$ cat src/rtl/stopwatch_multi_core_if.sv
// Pulse inputs and display/stash outputs of stopwatch_multi_core.
// lap_ch exists only when STOPWATCH_LAP_TAG_EN is defined.
interface stopwatch_multi_core_if #(
    parameter int N_CH  = 2,
    parameter int CNT_W = 8,
    parameter int DEPTH = 5
);
    localparam int SEL_W = (N_CH > 1) ? $clog2(N_CH) : 1;
    localparam int LC_W  = $clog2(DEPTH + 1);

    logic             sel_toggle;
    logic             trig;
    logic             split;
    logic             clear;
    logic             sample;
    logic             next;
    logic [SEL_W-1:0] sel_ch;
    logic [CNT_W-1:0] time_out;
    logic [N_CH-1:0]  running;
    logic [CNT_W-1:0] lap_out;
    logic [LC_W-1:0]  lap_count;
    logic             lap_empty;
    logic             lap_full;
`ifdef STOPWATCH_LAP_TAG_EN
    logic [SEL_W-1:0] lap_ch;
`endif

    modport master (
        output sel_toggle, trig, split, clear, sample, next,
        input  sel_ch, time_out, running, lap_out, lap_count, lap_empty, lap_full
`ifdef STOPWATCH_LAP_TAG_EN
        , input lap_ch
`endif
    );

    modport slave (
        input  sel_toggle, trig, split, clear, sample, next,
        output sel_ch, time_out, running, lap_out, lap_count, lap_empty, lap_full
`ifdef STOPWATCH_LAP_TAG_EN
        , output lap_ch
`endif
    );
endinterface

$ cat src/rtl/stopwatch_multi_core.sv
// Multi-channel stopwatch core: shared prescaler, per-channel FSMs, circular lap stash.
// Optional channel tag per stash entry under STOPWATCH_LAP_TAG_EN.
module stopwatch_multi_core #(
    parameter int N_CH      = 2,
    parameter int CLK_FREQ  = 100000000,
    parameter int TICK_HZ   = 10,
    parameter int CNT_W     = 8,
    parameter int MAX_COUNT = 99,
    parameter int DEPTH     = 5
) (
    input  logic                  clk,
    input  logic                  reset_n,
    stopwatch_multi_core_if.slave bus
);
    localparam int PRESC = CLK_FREQ / TICK_HZ;
    localparam int PR_W  = (PRESC > 1) ? $clog2(PRESC) : 1;
    localparam int SEL_W = (N_CH > 1) ? $clog2(N_CH) : 1;
    localparam int PTR_W = $clog2(DEPTH);
    localparam int LC_W  = $clog2(DEPTH + 1);

    typedef enum logic [1:0] {IDLE, RUN, RUN_FRZ, PAUSE} ch_state_t;

    logic [PR_W-1:0]  presc_q;
    logic             tick;
    logic [SEL_W-1:0] sel_q;
    ch_state_t        state_q [N_CH];
    ch_state_t        state_d [N_CH];
    logic [CNT_W-1:0] cnt_q   [N_CH];
    logic [CNT_W-1:0] cnt_d   [N_CH];
    logic [CNT_W-1:0] frz_q   [N_CH];
    logic [CNT_W-1:0] frz_d   [N_CH];
    logic [N_CH-1:0]  run_vec;

    assign tick = (presc_q == PR_W'(PRESC - 1));

    always_ff @(posedge clk or negedge reset_n) begin
        if (!reset_n) begin
            presc_q <= '0;
            sel_q   <= '0;
        end else begin
            presc_q <= tick ? '0 : presc_q + 1'b1;
            if (bus.sel_toggle)
                sel_q <= (sel_q == SEL_W'(N_CH - 1)) ? '0 : sel_q + 1'b1;
        end
    end

    always_ff @(posedge clk or negedge reset_n) begin
        if (!reset_n) begin
            for (int unsigned i = 0; i < N_CH; i++) begin
                state_q[i] <= IDLE;
                cnt_q[i]   <= '0;
                frz_q[i]   <= '0;
            end
        end else begin
            for (int unsigned i = 0; i < N_CH; i++) begin
                state_q[i] <= state_d[i];
                cnt_q[i]   <= cnt_d[i];
                frz_q[i]   <= frz_d[i];
            end
        end
    end

    // Tick increment comes first so clear / split-from-PAUSE can override the count.
    always_comb begin
        for (int unsigned i = 0; i < N_CH; i++) begin
            state_d[i] = state_q[i];
            cnt_d[i]   = cnt_q[i];
            frz_d[i]   = frz_q[i];
            run_vec[i] = (state_q[i] == RUN) || (state_q[i] == RUN_FRZ);
            if (tick && run_vec[i])
                cnt_d[i] = (cnt_q[i] == CNT_W'(MAX_COUNT)) ? '0 : cnt_q[i] + 1'b1;
            if (sel_q == SEL_W'(i)) begin
                if (bus.clear) begin
                    state_d[i] = IDLE;
                    cnt_d[i]   = '0;
                end else if (bus.trig) begin
                    case (state_q[i])
                        IDLE, PAUSE:  state_d[i] = RUN;
                        default:      state_d[i] = PAUSE;
                    endcase
                end else if (bus.split) begin
                    case (state_q[i])
                        RUN: begin
                            state_d[i] = RUN_FRZ;
                            frz_d[i]   = cnt_q[i];
                        end
                        RUN_FRZ: state_d[i] = RUN;
                        PAUSE: begin
                            state_d[i] = IDLE;
                            cnt_d[i]   = '0;
                        end
                        default: state_d[i] = state_q[i];
                    endcase
                end
            end
        end
    end

    logic [CNT_W-1:0] live_cnt;

    assign live_cnt     = cnt_q[sel_q];
    assign bus.sel_ch   = sel_q;
    assign bus.running  = run_vec;
    assign bus.time_out = (state_q[sel_q] == RUN_FRZ) ? frz_q[sel_q] : live_cnt;

    logic [CNT_W-1:0] mem [DEPTH];
    logic [PTR_W-1:0] wr_ptr;
    logic [PTR_W-1:0] rd_ptr;
    logic [LC_W-1:0]  lap_cnt;
    logic             empty;
    logic             full;
    logic [PTR_W-1:0] newest;
    logic [PTR_W-1:0] oldest;
    logic [PTR_W-1:0] rd_older;

    assign empty  = (lap_cnt == '0);
    assign full   = (lap_cnt == LC_W'(DEPTH));
    assign newest = (wr_ptr == '0) ? PTR_W'(DEPTH - 1) : wr_ptr - 1'b1;
    // Until the first wrap entries occupy 0..lap_cnt-1; once full the oldest sits at wr_ptr.
    assign oldest = full ? wr_ptr : '0;

    always_comb begin
        rd_older = rd_ptr;
        if (rd_ptr == oldest)
            rd_older = newest;
        else if (rd_ptr == '0)
            rd_older = PTR_W'(DEPTH - 1);
        else
            rd_older = rd_ptr - 1'b1;
    end

    always_ff @(posedge clk or negedge reset_n) begin
        if (!reset_n) begin
            wr_ptr  <= '0;
            rd_ptr  <= '0;
            lap_cnt <= '0;
        end else if (bus.sample) begin
            wr_ptr <= (wr_ptr == PTR_W'(DEPTH - 1)) ? '0 : wr_ptr + 1'b1;
            rd_ptr <= wr_ptr;
            if (!full)
                lap_cnt <= lap_cnt + 1'b1;
        end else if (bus.next && !empty) begin
            rd_ptr <= rd_older;
        end
    end

    always_ff @(posedge clk) begin
        if (bus.sample)
            mem[wr_ptr] <= live_cnt;
    end

    assign bus.lap_out   = empty ? '0 : mem[rd_ptr];
    assign bus.lap_count = lap_cnt;
    assign bus.lap_empty = empty;
    assign bus.lap_full  = full;

`ifdef STOPWATCH_LAP_TAG_EN
    logic [SEL_W-1:0] tag_mem [DEPTH];

    always_ff @(posedge clk) begin
        if (bus.sample)
            tag_mem[wr_ptr] <= sel_q;
    end

    assign bus.lap_ch = empty ? '0 : tag_mem[rd_ptr];
`endif
endmodule

$ cat src/flat_wrapper.sv
// flat-port wrapper written by rule: the top's interface ports become plain ports
module stopwatch_multi_core_flat 
#(
    parameter int N_CH      = 2,
    parameter int CLK_FREQ  = 100000000,
    parameter int TICK_HZ   = 10,
    parameter int CNT_W     = 8,
    parameter int MAX_COUNT = 99,
    parameter int DEPTH     = 5
)
  (clk, reset_n, bus_sel_toggle, bus_trig, bus_split, bus_clear, bus_sample, bus_next, bus_sel_ch, bus_time_out, bus_running, bus_lap_out, bus_lap_count, bus_lap_empty, bus_lap_full);
  stopwatch_multi_core_if #(.N_CH(N_CH), .CNT_W(CNT_W), .DEPTH(DEPTH)) bus_i ();
  input  logic clk;
  input  logic reset_n;
  input wire logic [$bits(bus_i.sel_toggle)-1:0] bus_sel_toggle;
  input wire logic [$bits(bus_i.trig)-1:0] bus_trig;
  input wire logic [$bits(bus_i.split)-1:0] bus_split;
  input wire logic [$bits(bus_i.clear)-1:0] bus_clear;
  input wire logic [$bits(bus_i.sample)-1:0] bus_sample;
  input wire logic [$bits(bus_i.next)-1:0] bus_next;
  output wire logic [$bits(bus_i.sel_ch)-1:0] bus_sel_ch;
  output wire logic [$bits(bus_i.time_out)-1:0] bus_time_out;
  output wire logic [$bits(bus_i.running)-1:0] bus_running;
  output wire logic [$bits(bus_i.lap_out)-1:0] bus_lap_out;
  output wire logic [$bits(bus_i.lap_count)-1:0] bus_lap_count;
  output wire logic [$bits(bus_i.lap_empty)-1:0] bus_lap_empty;
  output wire logic [$bits(bus_i.lap_full)-1:0] bus_lap_full;
  assign bus_i.sel_toggle = bus_sel_toggle;
  assign bus_i.trig = bus_trig;
  assign bus_i.split = bus_split;
  assign bus_i.clear = bus_clear;
  assign bus_i.sample = bus_sample;
  assign bus_i.next = bus_next;
  assign bus_sel_ch = bus_i.sel_ch;
  assign bus_time_out = bus_i.time_out;
  assign bus_running = bus_i.running;
  assign bus_lap_out = bus_i.lap_out;
  assign bus_lap_count = bus_i.lap_count;
  assign bus_lap_empty = bus_i.lap_empty;
  assign bus_lap_full = bus_i.lap_full;
  stopwatch_multi_core #(.N_CH(N_CH), .CLK_FREQ(CLK_FREQ), .TICK_HZ(TICK_HZ), .CNT_W(CNT_W), .MAX_COUNT(MAX_COUNT), .DEPTH(DEPTH)) u_core (.clk(clk), .reset_n(reset_n), .bus(bus_i));
endmodule
$ cat config.mk
export PLATFORM = sky130hd
export DESIGN_NAME = stopwatch_multi_core_flat
export DESIGN_NICKNAME = d
export VERILOG_FILES = /design/src/rtl/stopwatch_multi_core_if.sv /design/src/rtl/stopwatch_multi_core.sv /design/src/flat_wrapper.sv
export SDC_FILE = /design/constraint.sdc
export NUM_CORES = 1
export LEC_CHECK = 0
export ABC_AREA = 1
export BUFFER_PORTS_ARGS = -buffer_cell sky130_fd_sc_hd__buf_2
export CORE_MARGIN = 4
export CORE_UTILIZATION = 46
export CTS_CLUSTER_DIAMETER = 150
export DETAILED_ROUTE_END_ITERATION = 8
export PLACE_DENSITY_LB_ADDON = 0.15
export SYNTH_ARGS = -nofsm -noshare
export SYNTH_HDL_FRONTEND = slang
export SYNTH_SLANG_ARGS = --single-unit
$ cat constraint.sdc
create_clock -name clk -period 1.7 [get_ports clk]
set_clock_uncertainty 0.05 [all_clocks]
set_input_delay 0.34 -clock clk [delete_from_list [all_inputs] [get_ports clk]]
set_output_delay 0.34 -clock clk [all_outputs]
set_load 0.01 [all_outputs]
==> reports/qor.yml <==
worst_setup_path:
  max_stage_delay_ns: 0.44
  cp.arrival_ns: 1.72
  r2r-end: "u_core.state_q[2]"
  crit_family: "compound AO/OA/AOI/OAI gates"
  critPathKind: "reg2out"
  critPathSlowestCell: "dfrtp_1"
  rr_worst_depth: 10
  critPathRequiredTime_ns: 1.31
  cp-end-kind: "primary output"
  critPathLaunchType: "flip-flop"
  regToRegSetupSlack_ns: -0.01
  r2r-start: "u_core.state_q[2]"
  worstPathMaxFanout: 7
  path_common_cell: "buf_6"
  path_cells: "o31ai_4 > buf_6 > buf_12 > nor2_2 > a31oi_4 > buf_6"
  critPathBufInv: 3
power_and_ir_drop:
  p_per_area_nw_per_um2: 1408
  ir_drop_mv: 0.6690
  leakagePower_nw: 3.544
yosys:
  ys.flop_type: "dfrtp_1"
  netlist_area_um2: 5942
  yosysWarnings: 0
  synthCells: 726
  ys_seq_area_share_pct: 49.69
  yosysUniqueCellTypes: 34
  yosysTopAreaCell: "dfrtp_1"
  syn_nets: 751
  yosysTopAreaCellShare_pct: 29.48
  synth.avg_cell_area_um2: 8.185
  postSynth.asyncResetShare_pct: 63.64
  synth-seq-cells: 110
  yosys-top-cells-area: "dfrtp_1, edfxtp_1, nand2_1, nor2_1, inv_1"
  synth_edf_count: 40
hold_path:
  hold_start: "bus_sel_toggle"
  whs_path_depth: 2
  hold_class: "in2reg"
  hold-path-endpoint: "u_core.bus.sel_ch"
clock_network:
  h-tree-depth: 3
  cts_sinks: 110
  cts.path.max_buffers: 2
  cts_tree: "built"
  cts_buffers: 9
  insertion_delay_ns: 0.36
  clk_pin_slew_ns: 0.08
  cts_root_buf: "clkbuf_16"
global_route:
  overflow: 0
  grt_pass1_wl_um: 25730
  grt_max_degree: 33
  grt_pass1_vias: 5204
  grt_util_all_layers_pct: 22.21
  antenna_found_initial: 0
floorplan:
  fp.dieArea_um2: 14800
  die_x_um: 121.7
  coreArea_um2: 12620
  rows: 41
  die_h_um: 121.7
  initial_utilization_pct: 47.09
  ios: 32
layout:
  multi_input_area_um2: 3002
  n_antenna_cell: 0
  layout-drive-gt1-share_pct: 28.66
  final_cell_mix: "nand2_1, nor2_1, inv_1, dfrtp_1, buf_4"
  fin_area_um2: 7970
  nets: 869
  area_delta_synth_final_pct: 34.13
  register_area_um2: 2959
  nFillCells: 1065
  final_common_cell: "nand2_1"
sta:
  tightest_slew_ns: 0.4706
  finalCritPeriodShare_pct: 124.0
  slew_headroom_pct: 68.63
  finalSetupViolations: 21
  maxSlewViolCount: 0
  layout_setup_ws_ns: -0.4072
  max_freq_ghz: 0.4746
  setup-tns-final_ns: -5.783
  period_minus_slack_ns: 2.107
  rsz0062_at_grt: "true"
  hold_viol: 0
status:
  violations: "negative setup slack"
  status: "finished, violations left"
detailed_routing:
  wl_per_cell_um: 16.06
  ant_nets: 0
  drt-total-wl_um: 16390
  firstDrtPassIters: 5
  vias: 5314
  drcViolationCount: 0
  vias_per_cell: 5.210
  drt_iter0_markers: 460
run:
  drv_cap: 0
placed_design:
  hpwlAfterDp_um: 11180
  postPlaceCellArea_um2: 6817
  io_buffers: 31
  gp_congestion: 0.9096
## layer usage
layer  track usage, %  share of wire, %
met1            28.88                45
met2            38.00                50
met3            3.203               3.8
met4            7.913               2.1
met5                0                 0
## where the power goes
part / leakage, nW / switching, W / total [W] / internal, W
registers: 1.27 / 0.000227 / 0.00330 / 0.00307
logic: 2.11 / 0.00286 / 0.00555 / 0.00269
clock network: 0.161 / 0.00106 / 0.00237 / 0.00132
total: 3.54 / 0.00414 / 0.0112 / 0.00708
## synth_stat cells, drive strengths merged, types with 3 or more instances
| library cell | n |
|---|---|
| xor2 | 14 |
| nor2 | 118 |
| nand3 | 30 |
| ha | 17 |
| inv | 91 |
| buf | 7 |
| nor3 | 13 |
| a31oi | 8 |
| o21bai | 9 |
| edfxtp | 40 |
| clkbuf | 9 |
| dfrtp | 70 |
| o21ai | 66 |
| o22ai | 12 |
| nand4 | 19 |
| a21oi | 18 |
| or2 | 3 |
| nand2 | 168 |
## timing repair
action,CTS,global route
hold buffers,1,0
cloned,2,1
endpoints found under the hold margin,13,0
pin swaps,4,21
setup buffers,15,16
gates resized for setup,66,97
endpoints found under the setup margin,20,52
## metrics by stage
| step | utilization, % | hold WS [ns] | setup WS [ns] | instances | total power, W |
|---|---|---|---|---|---|
| 2_1_floorplan | - | -0.005591 | 0.007337 | 726 | 0.005334 |
| 3_3_place_gp | 54.02 | 0.2670 | -0.1016 | 973 | 0.006754 |
| 3_5_place_dp | 54.02 | 0.2651 | -0.08985 | 973 | 0.006875 |
| 4_1_cts | 59.42 | 0.1379 | -0.3606 | 1006 | 0.01022 |
| 5_1_grt | 63.16 | 0.1403 | -0.4560 | 1020 | 0.01184 |
| 6_report | 63.16 | 0.1447 | -0.4072 | 1020 | 0.01122 |
## worst max-delay path by stage
| stage | to | slack [ns] | startpoint | cells after the start |
|---|---|---|---|---|
| after detailed placement | bus_time_out[1] | -0.09 | u_core.bus.sel_ch | 5 |
| after CTS | bus_time_out[3] | -0.36 | u_core.state_q[3] | 7 |
| after global routing | bus_time_out[7] | -0.46 | u_core.state_q[3] | 7 |
| final | bus_time_out[7] | -0.41 | u_core.state_q[2] | 6 |
| after floorplan | bus_time_out[4] | 0.007 | u_core.bus.sel_ch | 5 |
| after global placement | bus_time_out[1] | -0.10 | u_core.bus.sel_ch | 5 |
## logic make-up after synthesis
group | Yosys count | share of synthesized area (%)
flops | 110 | 49.69
mux | 2 | 0.3790
xor+xnor | 16 | 2.358
fa+ha+maj | 17 | 3.580
buf+inv | 107 | 7.117
simple gates | 355 | 25.63
compound gates | 119 | 11.24
## registers in the layout, summed over array words and instances (netlist names)
name	count
u_core.bus.lap_count	3
u_core.bus.sel_ch	1
u_core.cnt_q	16
u_core.frz_q	16
u_core.mem	40
u_core.presc_q	24
u_core.rd_ptr	3
u_core.state_q	4
u_core.wr_ptr	3
## layout make-up
cell class,count,area share [%]
Clock buffer,9,2.826
Tap cell,172,2.700
Timing Repair Buffer,122,13.86
Multi-Input combinational cell,510,37.66
Sequential cell,110,37.13
Inverter,91,4.505
Clock inverter,6,1.319
## worst register-to-register path, cell delays in order (launching register included)
cell and delay [ns]:
dfrtp_1 0.44, buf_6 0.12, buf_6 0.10, inv_4 0.03, ha_4 0.27, inv_4 0.04, buf_6 0.12, o211ai_1 0.15
buf_4 0.16, nand2_1 0.05, o21ai_0 0.08
(Power assumes the default switching activity.)
